File: config.mk
export PLATFORM = sky130hd
export DESIGN_NAME = morse_symbol_classifier
export DESIGN_NICKNAME = d
export VERILOG_FILES = /design/src/rtl/morse_symbol_classifier.sv
export SDC_FILE = /design/constraint.sdc
export NUM_CORES = 1
export LEC_CHECK = 0
export BUFFER_PORTS_ARGS = -buffer_cell sky130_fd_sc_hd__buf_2
export CAP_MARGIN = 20
export CORE_MARGIN = 8
export CORE_UTILIZATION = 56
export DETAILED_ROUTE_END_ITERATION = 7
export GPL_TIMING_DRIVEN = 0
export PLACE_DENSITY_LB_ADDON = 0.1
export SLEW_MARGIN = 10
export SYNTH_ARGS = -nofsm -noshare
export SYNTH_HDL_FRONTEND = slang
export SYNTH_SLANG_ARGS = --single-unit
File: constraint.sdc
create_clock -name clk -period 2.3 [get_ports clk]
set_input_delay 0.345 -clock clk [delete_from_list [all_inputs] [get_ports clk]]
set_output_delay 0.345 -clock clk [all_outputs]
set_load 0.02 [all_outputs]
File: src/rtl/morse_symbol_classifier.sv
// Classifies synchronised Morse key timing into WAIT/DIT/DAH/GAP/SPACE one-cycle codes.
// Optional input debounce filter is enabled by defining MORSE_DEBOUNCE_EN.
module morse_symbol_classifier #(
    parameter int unsigned DIT_MAX         = 4000,
    parameter int unsigned GAP_MIN         = 6000,
    parameter int unsigned SPACE_MIN       = 14000,
    parameter int unsigned DEBOUNCE_CYCLES = 500
) (
    input  logic       clk,
    input  logic       reset,
    input  logic       key,
    output logic [2:0] symbol,
    output logic       markActive
);

    typedef enum logic [1:0] {StIdle, StMark, StLetterGap, StWordGap} state_e;

    localparam logic [2:0] SymWait  = 3'd0;
    localparam logic [2:0] SymDit   = 3'd1;
    localparam logic [2:0] SymDah   = 3'd2;
    localparam logic [2:0] SymGap   = 3'd3;
    localparam logic [2:0] SymSpace = 3'd4;

    localparam logic [15:0] DitMax   = 16'(DIT_MAX);
    localparam logic [15:0] GapMin   = 16'(GAP_MIN);
    localparam logic [15:0] SpaceMin = 16'(SPACE_MIN);

    if (DIT_MAX < 1 || GAP_MIN < 1 || GAP_MIN >= SPACE_MIN || SPACE_MIN > 65535 ||
        DEBOUNCE_CYCLES < 1) begin : g_bad_params
        $error("morse_symbol_classifier: illegal threshold parameters");
    end

    logic key_meta;
    logic key_s;
    logic key_db;

    always_ff @(posedge clk) begin
        if (reset) begin
            key_meta <= 1'b0;
            key_s    <= 1'b0;
        end else begin
            key_meta <= key;
            key_s    <= key_meta;
        end
    end

`ifdef MORSE_DEBOUNCE_EN
    localparam int unsigned DbW = $clog2(DEBOUNCE_CYCLES + 1);
    localparam logic [DbW-1:0] DbLast = DbW'(DEBOUNCE_CYCLES - 1);

    logic [DbW-1:0] db_cnt;
    logic           key_db_q;

    // Counts consecutive cycles of disagreement; any agreement restarts the count.
    always_ff @(posedge clk) begin
        if (reset) begin
            db_cnt   <= '0;
            key_db_q <= 1'b0;
        end else if (key_s == key_db_q) begin
            db_cnt <= '0;
        end else if (db_cnt == DbLast) begin
            db_cnt   <= '0;
            key_db_q <= key_s;
        end else begin
            db_cnt <= db_cnt + 1'b1;
        end
    end

    assign key_db = key_db_q;
`else
    assign key_db = key_s;
`endif

    state_e      state;
    logic [15:0] mark_cnt;
    logic [15:0] gap_cnt;
    logic [15:0] mark_inc;
    logic [15:0] gap_inc;

    assign mark_inc = (mark_cnt == 16'hFFFF) ? mark_cnt : mark_cnt + 16'd1;
    assign gap_inc  = (gap_cnt == 16'hFFFF) ? gap_cnt : gap_cnt + 16'd1;

    always_ff @(posedge clk) begin
        if (reset) begin
            state      <= StIdle;
            mark_cnt   <= '0;
            gap_cnt    <= '0;
            symbol     <= SymWait;
            markActive <= 1'b0;
        end else begin
            symbol <= SymWait;
            case (state)
                StIdle: begin
                    if (key_db) begin
                        state      <= StMark;
                        mark_cnt   <= 16'd1;
                        markActive <= 1'b1;
                    end
                end
                StMark: begin
                    if (key_db) begin
                        mark_cnt <= mark_inc;
                    end else begin
                        symbol     <= (mark_cnt <= DitMax) ? SymDit : SymDah;
                        state      <= StLetterGap;
                        gap_cnt    <= 16'd1;
                        markActive <= 1'b0;
                    end
                end
                StLetterGap: begin
                    // A press wins over a threshold reached in the same cycle.
                    if (key_db) begin
                        state      <= StMark;
                        mark_cnt   <= 16'd1;
                        markActive <= 1'b1;
                    end else begin
                        gap_cnt <= gap_inc;
                        if (gap_inc >= GapMin) begin
                            symbol <= SymGap;
                            state  <= StWordGap;
                        end
                    end
                end
                StWordGap: begin
                    if (key_db) begin
                        state      <= StMark;
                        mark_cnt   <= 16'd1;
                        markActive <= 1'b1;
                    end else begin
                        gap_cnt <= gap_inc;
                        if (gap_inc >= SpaceMin) begin
                            symbol <= SymSpace;
                            state  <= StIdle;
                        end
                    end
                end
                default: begin
                    state      <= StIdle;
                    markActive <= 1'b0;
                end
            endcase
        end
    end

endmodule
==> results.ini, run 1 <==
[sta]
setup_viol=0
hold_viol=0
rsz0062_at_grt=yes
finalCritPeriodShare_pct=99.8
tns_ns=0
worst_slack_ns=0.00441
timing.fmax_mhz=436
skew_ns=0.0102
tightest_slew_ns=0.575
relSlewSlack_pct=61.6
post-route-min-period_ns=2.30
final_max_slew_viol_count=0

[floorplanning]
io_pins=7
die_height_um=82.7
start_util_pct=57.7
coreArea_um2=4320
die_width_um=82.7
num_rows=24
die-area_um2=6850

[layout]
multiInputGateArea_um2=1730
syn2layout_area_growth_pct=26.9
seqCellArea_um2=822
fin_nets=362
layout-drive-gt1-share_pct=31.4
final_cell_mix=nor2_1, dfxtp_1, buf_4
n_antenna_cell=0
final_common_cell=nor2_1
nFillCells=325

[synthesis]
synthAdderAreaFrac_pct=3.01
netlist_top_cells_area=dfxtp_1, nor2_1, a21oi_1, xor2_1, nand3_1
synthArstFlopShare_pct=0
synth-compound-area-share_pct=20.8
post_synth_mux_area_share_pct=2.16
synth_cell_type_count=58
syn_area_per_cell_um2=7.95
ys.flop_type=dfxtp_1
synth-xor-area-share_pct=4.56
synthSimpleGateAreaFrac_pct=31.8
seq_area_frac_synth_pct=32.1
synth_edf_count=0
ys_ff_latch=40
yosysWarnings=0
synth_cells=314
synth_nets=323
syn_area_um2=2490
synth_top_area_cell=dfxtp_1
synth_top_family_by_area=simple AND/OR/NAND/NOR gates
synth_top_area_share_pct=32.1

[cts]
cts_root_buffer=clkbuf_8
cts_buffer_depth=2
clk_pin_slew_ns=0.08
cts_sinks=40
htree_num_levels=2
insertion_delay_ns=0.30
cts_tree=yes
cts_buffers=5
cts_hold_buf=0

[pwr]
p_per_area_nw_per_um2=446
ir_drop_mv=0.306
p_leak_uw=0.00121

[drt]
ant_nets=0
dr.pass1.iters=5
wirelength_mm=7.07
drt_iter0_drc=369
drc_errors=0
routedWlPerCell_um=17.4
via_count=2633
viasPerCell=6.49

[placement]
numPortBuffers=6
gp_congestion=0.934
dp_hpwl_mm=4.20
dp_slack_ns=-0.433

[global_route]
antenna_found_initial=0
gr-total-overflow=0
grtUsageTotal_pct=20.5
grt_pass1_wl_mm=11.0
grt_pass1_vias=2327
grt_start_max_net_pins=14

[hold_path]
hold_path.class=in -> reg

[run_status]
status=completed

[setup_path]
arrival_ns=2.47
cp-end-kind=flip-flop
critPathKind=reg -> reg
critPathMaxFanout=6
startpoint_type=flip-flop
required_ns=2.47

[run]
maxCapViolations=0

==> registers in the layout (all words and copies together) (netlist names) <==
name,cells
gap_cnt,16
state,2
markActive,1
mark_cnt,16
key_db,1
symbol,3
key_meta,1
==> layer usage <==
layer	vias to the layer above	part of all wire (%)	track usage, %
met5	-	0	0
li1	1224	-	-
met4	0	3.8	9.83
met3	38	9.1	4.55
met1	1216	41	26.6
met2	155	46	31.3
==> cells by family after synthesis <==
kind of cell	after synthesis
buf+inv	28
simple gates	147
flops	40
fa+ha+maj	6
compound gates	75
mux	5
xor+xnor	13
==> synth_stat cells (4+ instances only) <==
library cell / number
xor2_1: 11
nand4_1: 11
nand2_1: 19
nor2_1: 44
and3_1: 8
nand3_1: 18
nor4_1: 4
o21ai_0: 17
a311oi_1: 6
ha_1: 6
buf_2: 6
inv_1: 6
or3_1: 5
buf_4: 5
nor3_1: 10
clkbuf_1: 10
a21oi_1: 23
dfxtp_1: 40
==> critical path, cell delays in order, from the launching register on <==
cell and delay (ns):
dfxtp_4 0.36, buf_6 0.12, and3_4 0.21, nand2_4 0.08, or4_4 0.53, a2111oi_4 0.46, a311oi_4 0.17, o21ai_1 0.16
a211oi_1 0.08
==> per-stage QoR <==
stage / cells / utilization [%] / total power (uW) / hold WS (ns) / instance area, um2
detailed placement: 372 / 60.2 / 831 / 0.431 / 2600
global route: 406 / 73.2 / 1470 / 0.269 / 3170
CTS: 388 / 66.9 / 1400 / 0.246 / 2890
floorplan: 314 / - / 800 / 0.414 / 2510
global placement: 372 / 60.2 / 830 / 0.418 / 2600
finish: 406 / 73.2 / 1410 / 0.245 / 3170
==> final cells by class <==
type	count	share of cell area, %
repair buffers	37	8.77
multi-input cells	246	54.6
well taps	52	2.05
plain buffers	17	4.11
inverters	6	0.830
clock inverters	1	0.277
clock buffers	7	3.40
flip-flops and latches	40	26.0
==> final timing paths <==
path	start	endpoint	slack (ns)	depth (start not counted)
max	gap_cnt[0]	state[1]	0.004	8
min	key	key_meta	0.24	2
max reg2reg	gap_cnt[0]	state[1]	0.004	8
min reg2reg	key_meta	key_db	0.45	1
==> report_power, final <==
group          internal, uW  switching [uW]
logic                  51.6            80.8
clock network           311             260
registers               699            9.98
==> repair_timing <==
action / in CTS / in global routing
endpoints found under the setup margin: 31 / 31
pin swaps: 10 / 15
setup buffers: 11 / 20
gates resized for setup: 23 / 49
(Power assumes the default switching activity.)
==> inputs of run 2 (changes only) <==
--- a/config.mk
+++ b/config.mk
@@ -14,3 +14,3 @@
 export PLACE_DENSITY_LB_ADDON = 0.1
-export SLEW_MARGIN = 10
+export SKIP_CTS_REPAIR_TIMING = 1
 export SYNTH_ARGS = -nofsm -noshare
==> constraint.sdc (replaced) <==
create_clock -name clk -period 2.3 [get_ports clk]
set_input_delay 0.115 -clock clk [delete_from_list [all_inputs] [get_ports clk]]
set_output_delay 0.115 -clock clk [all_outputs]
set_load 0.02 [all_outputs]
==> results.ini, run 2 (synthesis results as in run 1) <==
[sta]
relSlewSlack_pct=63.0
finalCritPeriodShare_pct=99.9
hold_viol=0
final_max_slew_viol_count=0
timing.fmax_mhz=435
hold_ws_ns=0.0155
rsz0062_at_grt=yes
tightest_slew_ns=0.555
setup_viol=0
skew_ns=0.0114
post-route-min-period_ns=2.30

[floorplanning]
start_util_pct=57.7
die_width_um=82.7
num_rows=24
coreArea_um2=4320
io_pins=7
die-area_um2=6850
die_height_um=82.7

[global_route]
antenna_found_initial=0
grt_pass1_vias=2156
grt_pass1_wl_mm=10.2
grt_start_max_net_pins=14
grtUsageTotal_pct=19.1
gr-total-overflow=0

[layout]
final_common_cell=nor2_1
top_regs=gap_cnt (16), mark_cnt (16), symbol (3)
final_cell_mix=nor2_1, dfxtp_1, buf_4
fin_nets=358
finalNonFillerCells=402
layout-drive-gt1-share_pct=30.9
syn2layout_area_growth_pct=25.7
n_antenna_cell=0

[pwr]
switching_share_pct=24.6
p_per_area_nw_per_um2=448
p_leak_uw=0.00119
power.internal_uw=1060
combPwrFrac_pct=8.8
power.switching_uw=345
ir_drop_mv=0.307
p_clk_share_pct=40.4
power_frac_seq_pct=50.7

[setup_path]
arrival_ns=2.54
r2r_setup_slack_ns=0.003
critPathKind=reg -> reg
cp-end-kind=flip-flop
critPathMaxFanout=7
required_ns=2.54
startpoint_type=flip-flop

[drt]
viasPerCell=6.25
dr.pass1.iters=5
drt_iter0_drc=302
ant_nets=0
routedWlPerCell_um=16.3
drc_errors=0
wirelength_mm=6.56
via_count=2511

[cts]
cts_sinks=40
htree_num_levels=2
cts_root_buffer=clkbuf_8
cts_buffers=5
insertion_delay_ns=0.30
cts_buffer_depth=2
clk_pin_slew_ns=0.08
cts_tree=yes

[run_status]
status=completed

[placement]
dpl.cell_count=372
dp_hpwl_mm=4.20
gp_congestion=0.934
numPortBuffers=6

[hold_path]
hold_path.class=in -> reg

[run]
maxCapViolations=0

-- run 2: changes by cell type in the layout (fill, tap and decap cells not counted), moves of 2 or more --
cell	before	now
dfxtp_4	4	2
buf_4	29	27
buf_6	11	8
dfxtp_2	5	7
-- run 2: cell type report --
class	count	area (um2)
inverters	6	26.3
fillers	323	1190
flip-flops and latches	40	817
repair buffers	31	221
plain buffers	19	153
well taps	52	65.1
multi-input cells	246	1740
clock buffers	7	108
clock inverters	1	8.76
-- run 2: metal layers --
metal	global-route usage, %	part of all wire [%]	routed length, um
met5	0	0	0
met4	8.28	3.3	216
met3	4.55	7.7	506
met2	28.5	45	2990
met1	25.6	43	2860
-- run 2: power groups by stage --
stage	Clock [uW]	Combinational, uW	Sequential, uW
after floorplan	0	70.3	729
after global placement	0	101	729
after detailed placement	0	102	729
after CTS	581	102	713
after global routing	616	137	714
final	568	124	712
-- run 2: path summary, 6_finish.rpt --
check	startpoint	endpoint	cells after the start
max reg2reg	gap_cnt[0]	symbol[0]	10
min	key	key_meta	2
max	gap_cnt[0]	symbol[0]	10
min reg2reg	key_meta	key_db	1
-- run 2: worst max-delay path: stages, from the launching register on --
cell,delay [ns]
dfxtp_4,0.38
ha_4,0.13
buf_6,0.11
nand4_4,0.17
or4_4,0.46
buf_8,0.15
and4_4,0.17
o221ai_4,0.17
a32oi_2,0.15
or2_4,0.26
a21boi_2,0.11
-- run 2: stage by stage --
stage	worst slack, ns	cell area (um2)	total power (uW)	util, %	setup TNS, ns
after floorplan	0.00485	2510	800	-	0
after detailed placement	-0.433	2600	831	60.2	-5.87
after CTS	-0.441	2720	1400	62.8	-6.78
after global routing	-0.0953	3140	1470	72.5	-0.720
final	0.00285	3140	1400	72.5	0
after global placement	-0.444	2600	830	60.2	-5.73
